## config.mk

```make
export PLATFORM = sky130hd
export DESIGN_NAME = phase_sequencer
export DESIGN_NICKNAME = d
export VERILOG_FILES = /design/src/rtl/phase_seq_pkg.sv /design/src/rtl/seq_watchdog.sv /design/src/rtl/phase_sequencer.sv
export SDC_FILE = /design/constraint.sdc
export NUM_CORES = 1
export LEC_CHECK = 0
export CAP_MARGIN = 25
export CORE_ASPECT_RATIO = 0.7
export CORE_MARGIN = 4
export CORE_UTILIZATION = 45
export CTS_CLUSTER_DIAMETER = 80
export DETAILED_ROUTE_END_ITERATION = 7
export GPL_TIMING_DRIVEN = 1
export PLACE_DENSITY_LB_ADDON = 0.05
export REMOVE_ABC_BUFFERS = 1
export SYNTH_ARGS = -nofsm -noshare
export SYNTH_HDL_FRONTEND = slang
export SYNTH_HIERARCHICAL = 1
export SYNTH_SLANG_ARGS = --single-unit
```

## constraint.sdc

```tcl
create_clock -name clk -period 2.2 [get_ports clk]
set_clock_uncertainty 0.1 [all_clocks]
set_input_delay 0.44 -clock clk [delete_from_list [all_inputs] [get_ports clk]]
set_output_delay 0.44 -clock clk [all_outputs]
set_load 0.01 [all_outputs]
```

## src/rtl/phase_seq_pkg.sv

```systemverilog
// Shared state encoding and default sizing for the instruction-phase sequencer.
package phase_seq_pkg;

  typedef enum logic [2:0] {
    IDLE  = 3'd0,
    FETCH = 3'd1,
    EXEC1 = 3'd2,
    EXEC2 = 3'd3,
    HOLD  = 3'd4,
    HALT  = 3'd5,
    FAULT = 3'd6
  } seq_state_t;

  localparam int CNT_W_DEF   = 16;
  localparam int TIMEOUT_DEF = 64;

endpackage

```

## src/rtl/seq_watchdog.sv

```systemverilog
// Counts consecutive stalled EXEC1 cycles; expired flags a stall that has
// already lasted TIMEOUT cycles and is still being requested.
module seq_watchdog
  import phase_seq_pkg::*;
#(
  parameter int TIMEOUT = TIMEOUT_DEF
) (
  input  logic clk,
  input  logic rst_n,
  input  logic active,
  output logic expired
);

  localparam int W = $clog2(TIMEOUT + 1);

  logic [W-1:0] wait_cnt;

  // Saturates at TIMEOUT; any non-stall cycle restarts the count.
  always_ff @(posedge clk or negedge rst_n) begin
    if (!rst_n) begin
      wait_cnt <= '0;
    end else if (!active) begin
      wait_cnt <= '0;
    end else if (wait_cnt != W'(TIMEOUT)) begin
      wait_cnt <= wait_cnt + W'(1);
    end
  end

  assign expired = active && (wait_cnt == W'(TIMEOUT));

endmodule

```

## src/rtl/phase_sequencer.sv

```systemverilog
// Instruction-phase FSM producing one-hot fetch/exec1/exec2 strobes plus
// run/halt/step control and debug counters. Stall watchdog: SEQ_TIMEOUT_EN.
module phase_sequencer
  import phase_seq_pkg::*;
#(
  parameter int CNT_W   = CNT_W_DEF,
  parameter int TIMEOUT = TIMEOUT_DEF
) (
  input  logic             clk,
  input  logic             rst_n,
  input  logic             start,
  input  logic             extra,
  input  logic             loop,
  input  logic             halt,
  input  logic             step_mode,
  input  logic             step,
  output logic             fetch,
  output logic             exec1,
  output logic             exec2,
  output logic             running,
  output logic             halted,
  output logic             fault,
  output logic [CNT_W-1:0] instr_count,
  output logic [CNT_W-1:0] stall_count
);

  seq_state_t state, state_nxt;
  logic       retire;
  logic       stall;
  logic       expired;

`ifdef SEQ_TIMEOUT_EN
  seq_watchdog #(
    .TIMEOUT (TIMEOUT)
  ) u_watchdog (
    .clk     (clk),
    .rst_n   (rst_n),
    .active  ((state == EXEC1) && loop),
    .expired (expired)
  );
`else
  // Without the watchdog, stalls are unbounded and TIMEOUT has no effect.
  localparam int unused_timeout = TIMEOUT;
  assign expired = 1'b0;
`endif

  always_ff @(posedge clk or negedge rst_n) begin
    if (!rst_n) begin
      state <= IDLE;
    end else begin
      state <= state_nxt;
    end
  end

  always_comb begin
    state_nxt = state;
    retire    = 1'b0;
    stall     = 1'b0;
    unique case (state)
      IDLE:  if (start) state_nxt = FETCH;
      FETCH: state_nxt = EXEC1;
      EXEC1: begin
        // halt outranks loop; loop outranks extra because the decoder holds
        // Extra high for the whole of a multi-cycle wait.
        if (halt) begin
          state_nxt = HALT;
          retire    = 1'b1;
        end else if (loop) begin
          stall = 1'b1;
          if (expired) state_nxt = FAULT;
        end else if (extra) begin
          state_nxt = EXEC2;
        end else begin
          retire    = 1'b1;
          state_nxt = step_mode ? HOLD : FETCH;
        end
      end
      EXEC2: begin
        retire    = 1'b1;
        state_nxt = step_mode ? HOLD : FETCH;
      end
      HOLD:  if (step || !step_mode) state_nxt = FETCH;
      HALT:  if (start) state_nxt = FETCH;
      FAULT: state_nxt = FAULT;
      default: state_nxt = IDLE;
    endcase
  end

  always_comb begin
    fetch   = (state == FETCH);
    exec1   = (state == EXEC1);
    exec2   = (state == EXEC2);
    running = (state == FETCH) || (state == EXEC1) || (state == EXEC2);
    halted  = (state == HALT);
`ifdef SEQ_TIMEOUT_EN
    fault   = (state == FAULT);
`else
    fault   = 1'b0;
`endif
  end

  // Debug counters wrap naturally at 2^CNT_W.
  always_ff @(posedge clk or negedge rst_n) begin
    if (!rst_n) begin
      instr_count <= '0;
      stall_count <= '0;
    end else begin
      if (retire) instr_count <= instr_count + CNT_W'(1);
      if (stall)  stall_count <= stall_count + CNT_W'(1);
    end
  end

endmodule

```

==> metrics.md <==
| Metric | Value |
|---|---|
| Status | `finished, final reports clean` |
| Simple-gate portion of the synthesized area | `21.9%` |
| CTS buffer count | `5` |
| Synthesized area per cell | `10.5 sq um` |
| Global route overflow | `0` |
| Post-Synth Adder-Cell Area | `1.46%` |
| Met3 usage | `5.62%` |
| Asr flop ratio synth | `100%` |
| Largest net degree at the start of global routing | `36` |
| Post-Synth XOR/XNOR Area | `15.3%` |
| Leading area contributor after synthesis | `dfrtp_1` |
| Max Fclk | `0.495 GHz` |
| Clk sinks | `35` |
| Setup TNS | `0 ns` |
| HPWL Detailed | `2690 um` |
| Worst EP required | `1.66 ns` |
| P&R area growth vs syn | `36.2%` |
| Largest family of logic cells by synthesized area | `simple AND/OR/NAND/NOR gates` |
| Buffers on Ports | `44` |
| Root Buffer | `clkbuf_8` |
| CTS max path bufs | `2` |
| Post-synthesis compound-gate area fraction | `4.82%` |
| Slew @ Worst Pin | `0.599 ns` |
| DRC | `0` |
| RSZ-0062 raised after global routing | `false` |
| Vias in the first global route | `1320` |
| Synth Cell Area | `1710 sq um` |
| Post-synth top area share | `51.1%` |
| CTS tree | `done` |
| Synth Warn # | `6` |
| Mux contribution to synthesized area | `1.31%` |
| Routed via count | `1358` |
| GRT busiest layer | `met1` |
| Min-delay worst type | `reg -> reg` |
| Slew margin rel. | `59.9%` |
| Most common cell in the synthesized netlist | `dfrtp_1` |
| Avg Vias per Cell | `5.03` |
| DR WL/cell | `13.2 um` |
| Predominant post-synthesis flop cell | `dfrtp_1` |
| Max_cap viols | `0` |
| Pleak | `1.07 nW` |
| Final non-filler cell area | `2330 sq um` |
| Final antenna diode count | `0` |
| Final worst setup slack | `0.182 ns` |
| Final Total Pwr | `2.10 mW` |
| Register area share after synthesis | `51.1%` |
| Placed cells | `262` |
| Global Route met2 Usage | `23.4%` |
| Count of cell types in the netlist | `38` |
| Die Area | `4870 sq um` |
| Post-synth EDFFs | `0` |
| Worst Path Max Fanout | `7` |
| Worst hold slack | `0.373 ns` |
| Commonest cells in the netlist | `dfrtp_1, xnor2_1, nor2_1` |
| Rows | `18` |
| Setup bufs post-CTS | `0` |
| Slack of the worst reg-to-reg path | `0.34 ns` |
| Crit end category | `output port` |
| Final Util | `64.7%` |
| Share of post-route cells with drive strength above 1 | `9.09%` |
| Place WS | `-0.0144 ns` |
| CTS H-Tree Depth | `2` |
| Synth Instances | `163` |
| VDD IR-drop max | `0.556 mV` |
| Final Hold Violating Endpoints | `0` |
| Drt first pass iters | `4` |
| I/O pin count | `46` |
| Tcrit/Tclk final | `91.7%` |
| Crit path DAT | `1.48 ns` |
| Post-Route WL | `3570 um` |
| Startpoint types | `register` |
| Final ANT Viol Nets | `0` |
| 1st-iter DRT viols | `25` |
| Die width | `81.7 um` |
| Dpl cell area | `2260 sq um` |
| Antenna violations before repair | `0` |
| Total track usage | `16.9%` |
| Worst-Skew Late Latency | `0.29 ns` |
| Final setup fails | `0` |
| First-pass GRT wire length | `6110 um` |
| WS Path Type | `reg -> out` |
| Post-layout min period | `2.02 ns` |
| Pwr Density | `900 nW/um^2` |
| Final #Nets | `229` |
| Largest cells by area after synthesis | `dfrtp_1, xnor2_1, xor2_1` |
| Clock-pin slew on the worst setup and hold paths | `0.07 ns` |
| Non-Filler Instances | `270` |
| Die H | `59.6 um` |
| Area of the core | `3600 sq um` |
| Starting Density | `47.5%` |
| Register bit total from synthesis | `35` |
| Final Max Slew Viols | `0` |
| Placer congestion estimate | `0.847` |
| Met1 GRT Util | `23.8%` |
==> area by class of cell <==
cell class / count / area (sq um)
Clock buffer: 7 / 76.3
Clock inverter: 1 / 5.00
Fill cell: 310 / 1270
Inverter: 10 / 37.5
Multi-Input combinational cell: 114 / 772
Sequential cell: 35 / 876
Tap cell: 50 / 62.6
Timing Repair Buffer: 53 / 503
==> where the power goes <==
group / leakage, nW / switching [mW] / internal, mW
Clock: 0.0422 / 0.219 / 0.222
Combinational: 0.580 / 0.381 / 0.420
Sequential: 0.445 / 0.110 / 0.747
Total: 1.07 / 0.710 / 1.39
==> final timing paths <==
check                           cells after the start              end            start
worst min-delay path                                1  stall_count[15]  stall_count[15]
min in group asynchronous                           2   instr_count[6]            rst_n
worst min register to register                      1  stall_count[15]  stall_count[15]
max in group asynchronous                           2   stall_count[0]            rst_n
worst max register to register                      5  stall_count[15]         state[2]
worst max-delay path                                3          running         state[2]
==> layout by cell type, fill, tap and decap left out, types with 8 or more instances in the layout <==
| cell type | netlist | routed |
|---|---|---|
| nand2_1 | 8 | 8 |
| clkdlybuf4s50_1 | 0 | 40 |
| dfrtp_1 | 35 | 35 |
| inv_1 | 10 | 10 |
| xnor2_1 | 18 | 18 |
| xor2_1 | 12 | 12 |
| nor3_1 | 9 | 9 |
| nor2_1 | 16 | 16 |
| buf_4 | 1 | 9 |
==> what timing repair did <==
action / in CTS / in global routing
hold buffers: 0 / 0
setup endpoints to repair: 4 / 0
resized for setup: 4 / 0
==> critical path, stage by stage, from the launching register on <==
cell,delay [ns]
dfrtp_1,0.38
buf_4,0.16
nor2_1,0.11
clkdlybuf4s50_1,0.54
==> registers in the layout, indices dropped and copies added, names as in the netlist <==
name         flops
state            3
stall_count     16
instr_count     16
==> per-layer routing <==
metal / part of all wire [%] / vias up
li1: - / 660
met1: 50 / 641
met2: 41 / 49
met3: 7.0 / 8
met4: 2.0 / 0
met5: 0 / -
==> cell families (layout without fill, tap and decap cells) <==
kind of cell,Yosys count,after routing
buffers and inverters,14,71
muxes,2,2
xor gates and xnor gates,30,30
DFF,35,35
and+or+nand+nor,66,66
AOI/OAI and AO/OA,13,13
adders and majority gates,2,2
other,1,1
Power figures use the tool's default switching activity.
